===== src/rtl/exec_pkg.sv =====
// Shared definitions for the bf8b execute stage: opcodes, FSM states, flag bit positions.
package exec_pkg;

  localparam logic [3:0] OP_LOD  = 4'h1;
  localparam logic [3:0] OP_STR  = 4'h2;
  localparam logic [3:0] OP_ADD  = 4'h3;
  localparam logic [3:0] OP_ADDI = 4'h4;
  localparam logic [3:0] OP_LODI = 4'h5;
  localparam logic [3:0] OP_NAND = 4'h6;
  localparam logic [3:0] OP_SUB  = 4'h7;
  localparam logic [3:0] OP_AND  = 4'h8;
  localparam logic [3:0] OP_OR   = 4'h9;
  localparam logic [3:0] OP_XOR  = 4'hA;
  localparam logic [3:0] OP_SHL  = 4'hB;
  localparam logic [3:0] OP_SHR  = 4'hC;
  localparam logic [3:0] OP_ADC  = 4'hD;

  localparam int FLAG_C = 0;
  localparam int FLAG_Z = 1;
  localparam int FLAG_N = 2;

  typedef enum logic [1:0] {
    IDLE     = 2'd0,
    MEM_WAIT = 2'd1,
    DONE     = 2'd2
  } state_t;

  function automatic logic is_mem_op(input logic [3:0] op);
    return (op == OP_LOD) || (op == OP_STR);
  endfunction

endpackage


===== src/rtl/exec_unit_if.sv =====
// Control-side request/result signals and the memory port of the execute stage.
interface exec_unit_if #(
  parameter int DATA_W = 8,
  parameter int ADDR_W = 8
);
  logic              en;
  logic [3:0]        op;
  logic [DATA_W-1:0] reg0;
  logic [DATA_W-1:0] reg1;
  logic [DATA_W-1:0] imm;
  logic [DATA_W-1:0] mem_data_in;
  logic              mem_ready;
  logic [DATA_W-1:0] val_out;
  logic              wb_en;
  logic [ADDR_W-1:0] mem_addr;
  logic [DATA_W-1:0] mem_data_out;
  logic              mem_req;
  logic              mem_we;
  logic              ready;
  logic [2:0]        flags;
  logic              fault;

  // master is the environment (control plus memory); slave is the execute stage
  modport master (
    output en, op, reg0, reg1, imm, mem_data_in, mem_ready,
    input  val_out, wb_en, mem_addr, mem_data_out, mem_req, mem_we, ready, flags, fault
  );

  modport slave (
    input  en, op, reg0, reg1, imm, mem_data_in, mem_ready,
    output val_out, wb_en, mem_addr, mem_data_out, mem_req, mem_we, ready, flags, fault
  );
endinterface


===== src/rtl/exec_alu.sv =====
// Combinational ALU: wrapping DATA_W-bit results with carry/borrow/shift-out and illegal-op detect.
module exec_alu
  import exec_pkg::*;
#(
  parameter int DATA_W = 8
) (
  input  logic [3:0]        op,
  input  logic [DATA_W-1:0] a,
  input  logic [DATA_W-1:0] b,
  input  logic              cin,
  output logic [DATA_W-1:0] result,
  output logic              c,
  output logic              z,
  output logic              n,
  output logic              illegal
);

  logic [DATA_W:0] wide;

  always_comb begin
    wide    = '0;
    result  = '0;
    c       = 1'b0;
    illegal = 1'b0;
    case (op)
      OP_ADD, OP_ADDI: begin
        wide   = {1'b0, a} + {1'b0, b};
        result = wide[DATA_W-1:0];
        c      = wide[DATA_W];
      end
      OP_ADC: begin
        wide   = {1'b0, a} + {1'b0, b} + (DATA_W+1)'(cin);
        result = wide[DATA_W-1:0];
        c      = wide[DATA_W];
      end
      OP_SUB: begin
        result = a - b;
        c      = (a < b);
      end
      OP_NAND: result = ~(a & b);
      OP_AND:  result = a & b;
      OP_OR:   result = a | b;
      OP_XOR:  result = a ^ b;
      OP_SHL: begin
        result = {a[DATA_W-2:0], 1'b0};
        c      = a[DATA_W-1];
      end
      OP_SHR: begin
        result = {1'b0, a[DATA_W-1:1]};
        c      = a[0];
      end
      OP_LODI: result = b;
      // memory ops are legal but produce no ALU result
      OP_LOD, OP_STR: result = '0;
      default: illegal = 1'b1;
    endcase
  end

  assign z = (result == '0);
  assign n = result[DATA_W-1];

endmodule


===== src/rtl/exec_unit.sv =====
// Execute stage FSM: 1-cycle ALU/LODI, req/ready memory access with optional timeout,
// abort on en drop, illegal-op fault and persistent {N,Z,C} flags.
module exec_unit
  import exec_pkg::*;
#(
  parameter int DATA_W      = 8,
  parameter int ADDR_W      = 8,
  parameter int MEM_TIMEOUT = 15
) (
  input logic        clk,
  input logic        rst,
  exec_unit_if.slave bus
);

  localparam int              CNT_W    = $clog2(MEM_TIMEOUT + 2);
  localparam bit              HAS_TO   = (MEM_TIMEOUT != 0);
  localparam logic [CNT_W-1:0] CNT_LAST = CNT_W'(HAS_TO ? MEM_TIMEOUT - 1 : 0);

  state_t            state, state_n;
  logic [CNT_W-1:0]  cnt, cnt_n;
  logic [DATA_W-1:0] val_q, val_n;
  logic [ADDR_W-1:0] addr_q, addr_n;
  logic [DATA_W-1:0] dout_q, dout_n;
  logic [2:0]        flags_q, flags_n;
  logic              req_q, req_n;
  logic              we_q, we_n;
  logic              ready_q, ready_n;
  logic              wb_q, wb_n;
  logic              fault_q, fault_n;

  logic [DATA_W-1:0] alu_b;
  logic [DATA_W-1:0] alu_result;
  logic              alu_c, alu_z, alu_n, alu_illegal;
  logic [DATA_W-1:0] addr_sum;

  assign alu_b    = (bus.op == OP_ADDI || bus.op == OP_LODI) ? bus.imm : bus.reg1;
  assign addr_sum = bus.reg1 + bus.imm;

  exec_alu #(.DATA_W(DATA_W)) u_alu (
    .op      (bus.op),
    .a       (bus.reg0),
    .b       (alu_b),
    .cin     (flags_q[FLAG_C]),
    .result  (alu_result),
    .c       (alu_c),
    .z       (alu_z),
    .n       (alu_n),
    .illegal (alu_illegal)
  );

  always_ff @(posedge clk) begin
    if (rst) begin
      state   <= IDLE;
      cnt     <= '0;
      val_q   <= '0;
      addr_q  <= '0;
      dout_q  <= '0;
      flags_q <= '0;
      req_q   <= 1'b0;
      we_q    <= 1'b0;
      ready_q <= 1'b0;
      wb_q    <= 1'b0;
      fault_q <= 1'b0;
    end else begin
      state   <= state_n;
      cnt     <= cnt_n;
      val_q   <= val_n;
      addr_q  <= addr_n;
      dout_q  <= dout_n;
      flags_q <= flags_n;
      req_q   <= req_n;
      we_q    <= we_n;
      ready_q <= ready_n;
      wb_q    <= wb_n;
      fault_q <= fault_n;
    end
  end

  always_comb begin
    state_n = state;
    cnt_n   = cnt;
    val_n   = val_q;
    addr_n  = addr_q;
    dout_n  = dout_q;
    flags_n = flags_q;
    req_n   = req_q;
    we_n    = we_q;
    ready_n = ready_q;
    wb_n    = wb_q;
    fault_n = fault_q;
    case (state)
      IDLE: begin
        ready_n = 1'b0;
        wb_n    = 1'b0;
        fault_n = 1'b0;
        if (bus.en) begin
          if (is_mem_op(bus.op)) begin
            addr_n  = ADDR_W'(addr_sum);
            dout_n  = bus.reg0;
            we_n    = (bus.op == OP_STR);
            req_n   = 1'b1;
            cnt_n   = '0;
            state_n = MEM_WAIT;
          end else if (alu_illegal) begin
            ready_n = 1'b1;
            fault_n = 1'b1;
            state_n = DONE;
          end else begin
            val_n   = alu_result;
            wb_n    = 1'b1;
            ready_n = 1'b1;
            state_n = DONE;
            if (bus.op != OP_LODI) begin
              flags_n[FLAG_N] = alu_n;
              flags_n[FLAG_Z] = alu_z;
              flags_n[FLAG_C] = alu_c;
            end
          end
        end
      end
      MEM_WAIT: begin
        // an en drop wins over a same-cycle mem_ready
        if (!bus.en) begin
          req_n   = 1'b0;
          we_n    = 1'b0;
          state_n = IDLE;
        end else if (bus.mem_ready) begin
          req_n   = 1'b0;
          we_n    = 1'b0;
          ready_n = 1'b1;
          state_n = DONE;
          if (we_q) begin
            wb_n = 1'b0;
          end else begin
            val_n = bus.mem_data_in;
            wb_n  = 1'b1;
          end
        end else if (HAS_TO && cnt == CNT_LAST) begin
          req_n   = 1'b0;
          we_n    = 1'b0;
          ready_n = 1'b1;
          fault_n = 1'b1;
          wb_n    = 1'b0;
          state_n = DONE;
        end else begin
          cnt_n = cnt + 1'b1;
        end
      end
      DONE: begin
        if (!bus.en) begin
          ready_n = 1'b0;
          wb_n    = 1'b0;
          fault_n = 1'b0;
          state_n = IDLE;
        end
      end
      default: state_n = IDLE;
    endcase
  end

  assign bus.val_out      = val_q;
  assign bus.wb_en        = wb_q;
  assign bus.mem_addr     = addr_q;
  assign bus.mem_data_out = dout_q;
  assign bus.mem_req      = req_q;
  assign bus.mem_we       = we_q;
  assign bus.ready        = ready_q;
  assign bus.flags        = flags_q;
  assign bus.fault        = fault_q;

endmodule


===== src/flat_wrapper.sv =====
// flat-port wrapper written by rule: the top's interface ports become plain ports
module exec_unit_flat import exec_pkg::*;
#(
  parameter int DATA_W      = 8,
  parameter int ADDR_W      = 8,
  parameter int MEM_TIMEOUT = 15
)
  (clk, rst, bus_en, bus_op, bus_reg0, bus_reg1, bus_imm, bus_mem_data_in, bus_mem_ready, bus_val_out, bus_wb_en, bus_mem_addr, bus_mem_data_out, bus_mem_req, bus_mem_we, bus_ready, bus_flags, bus_fault);
  exec_unit_if #(.DATA_W(DATA_W), .ADDR_W(ADDR_W)) bus_i ();
  input logic clk;
  input logic rst;
  input wire logic [$bits(bus_i.en)-1:0] bus_en;
  input wire logic [$bits(bus_i.op)-1:0] bus_op;
  input wire logic [$bits(bus_i.reg0)-1:0] bus_reg0;
  input wire logic [$bits(bus_i.reg1)-1:0] bus_reg1;
  input wire logic [$bits(bus_i.imm)-1:0] bus_imm;
  input wire logic [$bits(bus_i.mem_data_in)-1:0] bus_mem_data_in;
  input wire logic [$bits(bus_i.mem_ready)-1:0] bus_mem_ready;
  output wire logic [$bits(bus_i.val_out)-1:0] bus_val_out;
  output wire logic [$bits(bus_i.wb_en)-1:0] bus_wb_en;
  output wire logic [$bits(bus_i.mem_addr)-1:0] bus_mem_addr;
  output wire logic [$bits(bus_i.mem_data_out)-1:0] bus_mem_data_out;
  output wire logic [$bits(bus_i.mem_req)-1:0] bus_mem_req;
  output wire logic [$bits(bus_i.mem_we)-1:0] bus_mem_we;
  output wire logic [$bits(bus_i.ready)-1:0] bus_ready;
  output wire logic [$bits(bus_i.flags)-1:0] bus_flags;
  output wire logic [$bits(bus_i.fault)-1:0] bus_fault;
  assign bus_i.en = bus_en;
  assign bus_i.op = bus_op;
  assign bus_i.reg0 = bus_reg0;
  assign bus_i.reg1 = bus_reg1;
  assign bus_i.imm = bus_imm;
  assign bus_i.mem_data_in = bus_mem_data_in;
  assign bus_i.mem_ready = bus_mem_ready;
  assign bus_val_out = bus_i.val_out;
  assign bus_wb_en = bus_i.wb_en;
  assign bus_mem_addr = bus_i.mem_addr;
  assign bus_mem_data_out = bus_i.mem_data_out;
  assign bus_mem_req = bus_i.mem_req;
  assign bus_mem_we = bus_i.mem_we;
  assign bus_ready = bus_i.ready;
  assign bus_flags = bus_i.flags;
  assign bus_fault = bus_i.fault;
  exec_unit #(.DATA_W(DATA_W), .ADDR_W(ADDR_W), .MEM_TIMEOUT(MEM_TIMEOUT)) u_core (.clk(clk), .rst(rst), .bus(bus_i));
endmodule

===== config.mk =====
export PLATFORM = sky130hd
export DESIGN_NAME = exec_unit_flat
export DESIGN_NICKNAME = d
export VERILOG_FILES = /design/src/rtl/exec_pkg.sv /design/src/rtl/exec_unit_if.sv /design/src/rtl/exec_alu.sv /design/src/rtl/exec_unit.sv /design/src/flat_wrapper.sv
export SDC_FILE = /design/constraint.sdc
export NUM_CORES = 1
export LEC_CHECK = 0
export BUFFER_PORTS_ARGS = -buffer_cell sky130_fd_sc_hd__buf_2
export CORE_ASPECT_RATIO = 1.2
export CORE_MARGIN = 2
export CORE_UTILIZATION = 35
export DETAILED_ROUTE_END_ITERATION = 8
export GPL_ROUTABILITY_DRIVEN = 1
export GPL_TIMING_DRIVEN = 0
export PLACE_DENSITY = 0.58
export SETUP_SLACK_MARGIN = 0.1
export SYNTH_ARGS = -nofsm -noshare
export SYNTH_HDL_FRONTEND = slang
export SYNTH_HIERARCHICAL = 1
export SYNTH_SLANG_ARGS = --single-unit

===== constraint.sdc =====
create_clock -name clk -period 5.35 [get_ports clk]
set_input_delay 1.07 -clock clk [delete_from_list [all_inputs] [get_ports clk]]
set_output_delay 1.07 -clock clk [all_outputs]
set_load 0.03 [all_outputs]

==> metrics.md <==
| Metric | Value |
|---|---|
| CTS Sinks | `39` |
| Final non-filler cell total | `between 700 and 800` |
| Dpl hpwl | `11000 um` |
| Clock Pin Slew Worst Setup and Hold Paths | `around 60 ps` |
| Asr flop ratio synth | `0` |
| Fmax | `around 0.2 GHz` |
| Largest net degree at the start of global routing | `14` |
| Synth top area share | `0.182` |
| Min Hold Slack | `approximately 450 ps` |
| Mean Syn Cell Area | `slightly below 8 um^2` |
| Worst Hold Class | `reg2reg` |
| GRT met2 Usage | `0.369` |
| Residual DRC | `0` |
| Pleak | `2.11 nW` |
| Final WL | `between 10000 and 15000 um` |
| Crit path required time | `approximately 5500 ps` |
| Gr usage total | `0.208` |
| Yosys top cell by area | `dfxtp_1` |
| Initial DRC count | `a little over 300` |
| Avg Vias per Cell | `between 5 and 6` |
| Die Height | `125 um` |
| Max_slew headroom | `0.309` |
| Gr busiest metal | `met2` |
| Number of library cell types mapped by synthesis | `82` |
| Synthesis-stage register bit count | `39` |
| # nets final | `around 700` |
| Crit path capture type | `flop` |
| Post-synth EDFFs | `0` |
| Antenna-violating nets left | `0` |
| Worst path cell trace | `buf_2, nor3b_4, mux2_2, ha_1, fa_1, a211oi_4, o2111ai_1, nor4b_2, nand3b_1, xnor2_1, o221ai_2, buf_4, mux2_2, nand2_1, mux2i_1` |
| Crit share post-route | `0.921` |
| Initial DRT Pass Iterations | `5` |
| Port buffer count | `70` |
| Total Power | `between 0.001 and 0.0015 W` |
| Mapped Area | `4290 um^2` |
| Cells after Synth | `approximately 550` |
| # hold bufs at CTS | `0` |
| Layout area overhead | `17.1%` |
| Initial Util | `0.356` |
| Grt ovf | `0` |
| Slew Limit Fails | `0` |
| Clock Skew | `7.28 ps` |
| Most common library cell in the layout ignoring fill and taps | `buf_2` |
| Syn nets | `about 630` |
| Synth warn | `6` |
| CP Class | `in2reg` |
| Critical Path AT | `~5100 ps` |
| Placed Instances | `about 780` |
| M1 GR Usage | `0.255` |
| Core Box Area | `approximately 12000 um^2` |
| CP Max Fanout | `10` |
| Met3 Use GR | `0.0287` |
| # rows | `44` |
| Max-Cap Viols | `0` |
| Vias post-DR | `4490` |
| DIE AREA | `between 10000 and 15000 um^2` |
| Commonest cells after routing, fill and taps aside | `buf_2, nand2_1, inv_1` |
| Post-DR wirelength/cell | `between 15 and 20 um` |
| Fin area | `~5000 um^2` |
| CTS tree | `built` |
| Die W | `roughly 110 um` |
| First-pass GRT wire length | `between 20000 and 25000 um` |
| Ys flop type | `dfxtp_1` |
| Power density over the cells | `roughly 230 nW/um^2` |
| Setup-failing EPs final | `0` |
| Vias in the first global route | `~4300` |
| Min cycle time layout | `between 4000 and 5000 ps` |
| Layout cells sized above 1 | `0.218` |
| Routability cong. | `0.925` |
| Filler cell count | `1246` |
| CP Launch Type | `primary input` |
| Outcome | `finished, final reports clean` |
| DP Area | `4840 um^2` |
| VDD IR max | `~0.17 mV` |
| Worst-Skew Late Latency | `approximately 280 ps` |
| Slew of the pin with the lowest slew margin | `approximately 1000 ps` |
| Root Buffer | `clkbuf_16` |
| Final hold viol count | `0` |
| Synth area leaders | `dfxtp_1, ha_1, nand2_1` |
| Ports | `72` |
| Antenna diodes | `0` |
| H-tree depth | `2` |
| Post-synthesis sequential area ratio | `0.182` |
| Slowest-stage cell, CP | `fa_1` |
| Cts bufs inserted | `5` |
| Clk buf depth | `2` |
| Initial antenna violation count | `0` |
| CP peak stage delay | `around 500 ps` |
| Critical Path Most Common Cell | `mux2_2` |
| RSZ-0062 raised after global routing | `false` |
-- critical path: cells and delay by family --
kind	cells	cell delay [ps]
xor+xnor	1	220
compound gates	3	830
fa+ha+maj	2	780
mux	3	780
buf+inv	2	350
simple gates	4	1030
-- cell usage after synthesis, drive strengths merged, types with 8 or more instances --
| master | instances |
|---|---|
| a211oi | 12 |
| a21oi | 39 |
| a22oi | 8 |
| buf | 17 |
| clkbuf | 14 |
| dfxtp | 39 |
| ha | 38 |
| inv | 41 |
| mux2 | 18 |
| mux2i | 16 |
| nand2 | 56 |
| nand2b | 8 |
| nand3 | 22 |
| nand3b | 8 |
| nor2 | 30 |
| nor3 | 13 |
| o21ai | 26 |
| or3 | 8 |
-- kinds of logic after synthesis --
| logic type | share of synthesized area |
|---|---|
| XOR/XNOR | 0.0286 |
| buffers and inverters | 0.0738 |
| AND/OR/NAND/NOR | 0.218 |
| flip-flops | 0.182 |
| multiplexers | 0.100 |
| AO/OA/AOI/OAI | 0.272 |
| adder cells (fa/ha/maj) | 0.125 |
-- state kept, by name, indices dropped and copies added (netlist names) --
name and count:
u_core/bus.mem_data_out 8, u_core/bus.val_out 8, u_core/bus.fault 1, u_core/bus.flags 3, u_core/bus.mem_req 1, u_core/bus.ready 1, u_core/state 2, u_core/bus.wb_en 1
u_core/cnt 5, u_core/bus.mem_addr 8, u_core/bus.mem_we 1
-- final timing paths --
kind / depth (start not counted) / startpoint / endpoint / slack (ps)
worst max-delay path: 15 / bus_op[3] / u_core/bus.val_out[7] / 420
worst min-delay path: 2 / u_core/bus.mem_addr[4] / u_core/bus.mem_addr[4] / 450
worst max register to register: 9 / u_core/bus.flags[0] / u_core/bus.flags[1] / 2660
worst min register to register: 2 / u_core/bus.mem_addr[4] / u_core/bus.mem_addr[4] / 450
-- area by class of cell --
| class | instances | area [um^2] | area share |
|---|---|---|---|
| Multi-Input combinational cell | 434 | 3210 | 0.638 |
| Timing Repair Buffer | 70 | 350 | 0.0697 |
| Clock inverter | 3 | 43.8 | 0.00872 |
| Tap cell | 161 | 201 | 0.0401 |
| Sequential cell | 39 | 781 | 0.155 |
| Clock buffer | 5 | 125 | 0.0249 |
| Inverter | 41 | 156 | 0.0311 |
| Buffer | 31 | 160 | 0.0319 |
-- power breakdown --
| group | leakage [nW] | internal (W) | switching (W) |
|---|---|---|---|
| clock | 0.0838 | 0.000220 | 0.000127 |
| sequential | 0.316 | 0.000310 | 0.0000110 |
| combinational | 1.71 | 0.000190 | 0.000301 |
-- metrics by stage --
stage / TNS [ps] / setup WS (ps) / util
floorplan: 0 / 772 / -
global placement: 0 / 10.6 / 0.402
detailed placement: -110 / -110 / 0.402
CTS: 0 / 157 / 0.416
global route: 0 / 124 / 0.417
finish: 0 / 423 / 0.417
-- routing by layer --
metal / wire length [um] / vias to the layer above / part of all wire
met4: 358 / 0 / 0.026
met2: 6940 / 167 / 0.51
li1: - / 2160 / -
met1: 5760 / 2134 / 0.42
met5: 0 / - / 0
met3: 666 / 29 / 0.049
-- what timing repair did --
item | in CTS | in global routing
endpoints found under the setup margin | 0 | 2
resized for setup | 0 | 2
buffers inserted | 0 | 0
(Power assumes the default switching activity.)
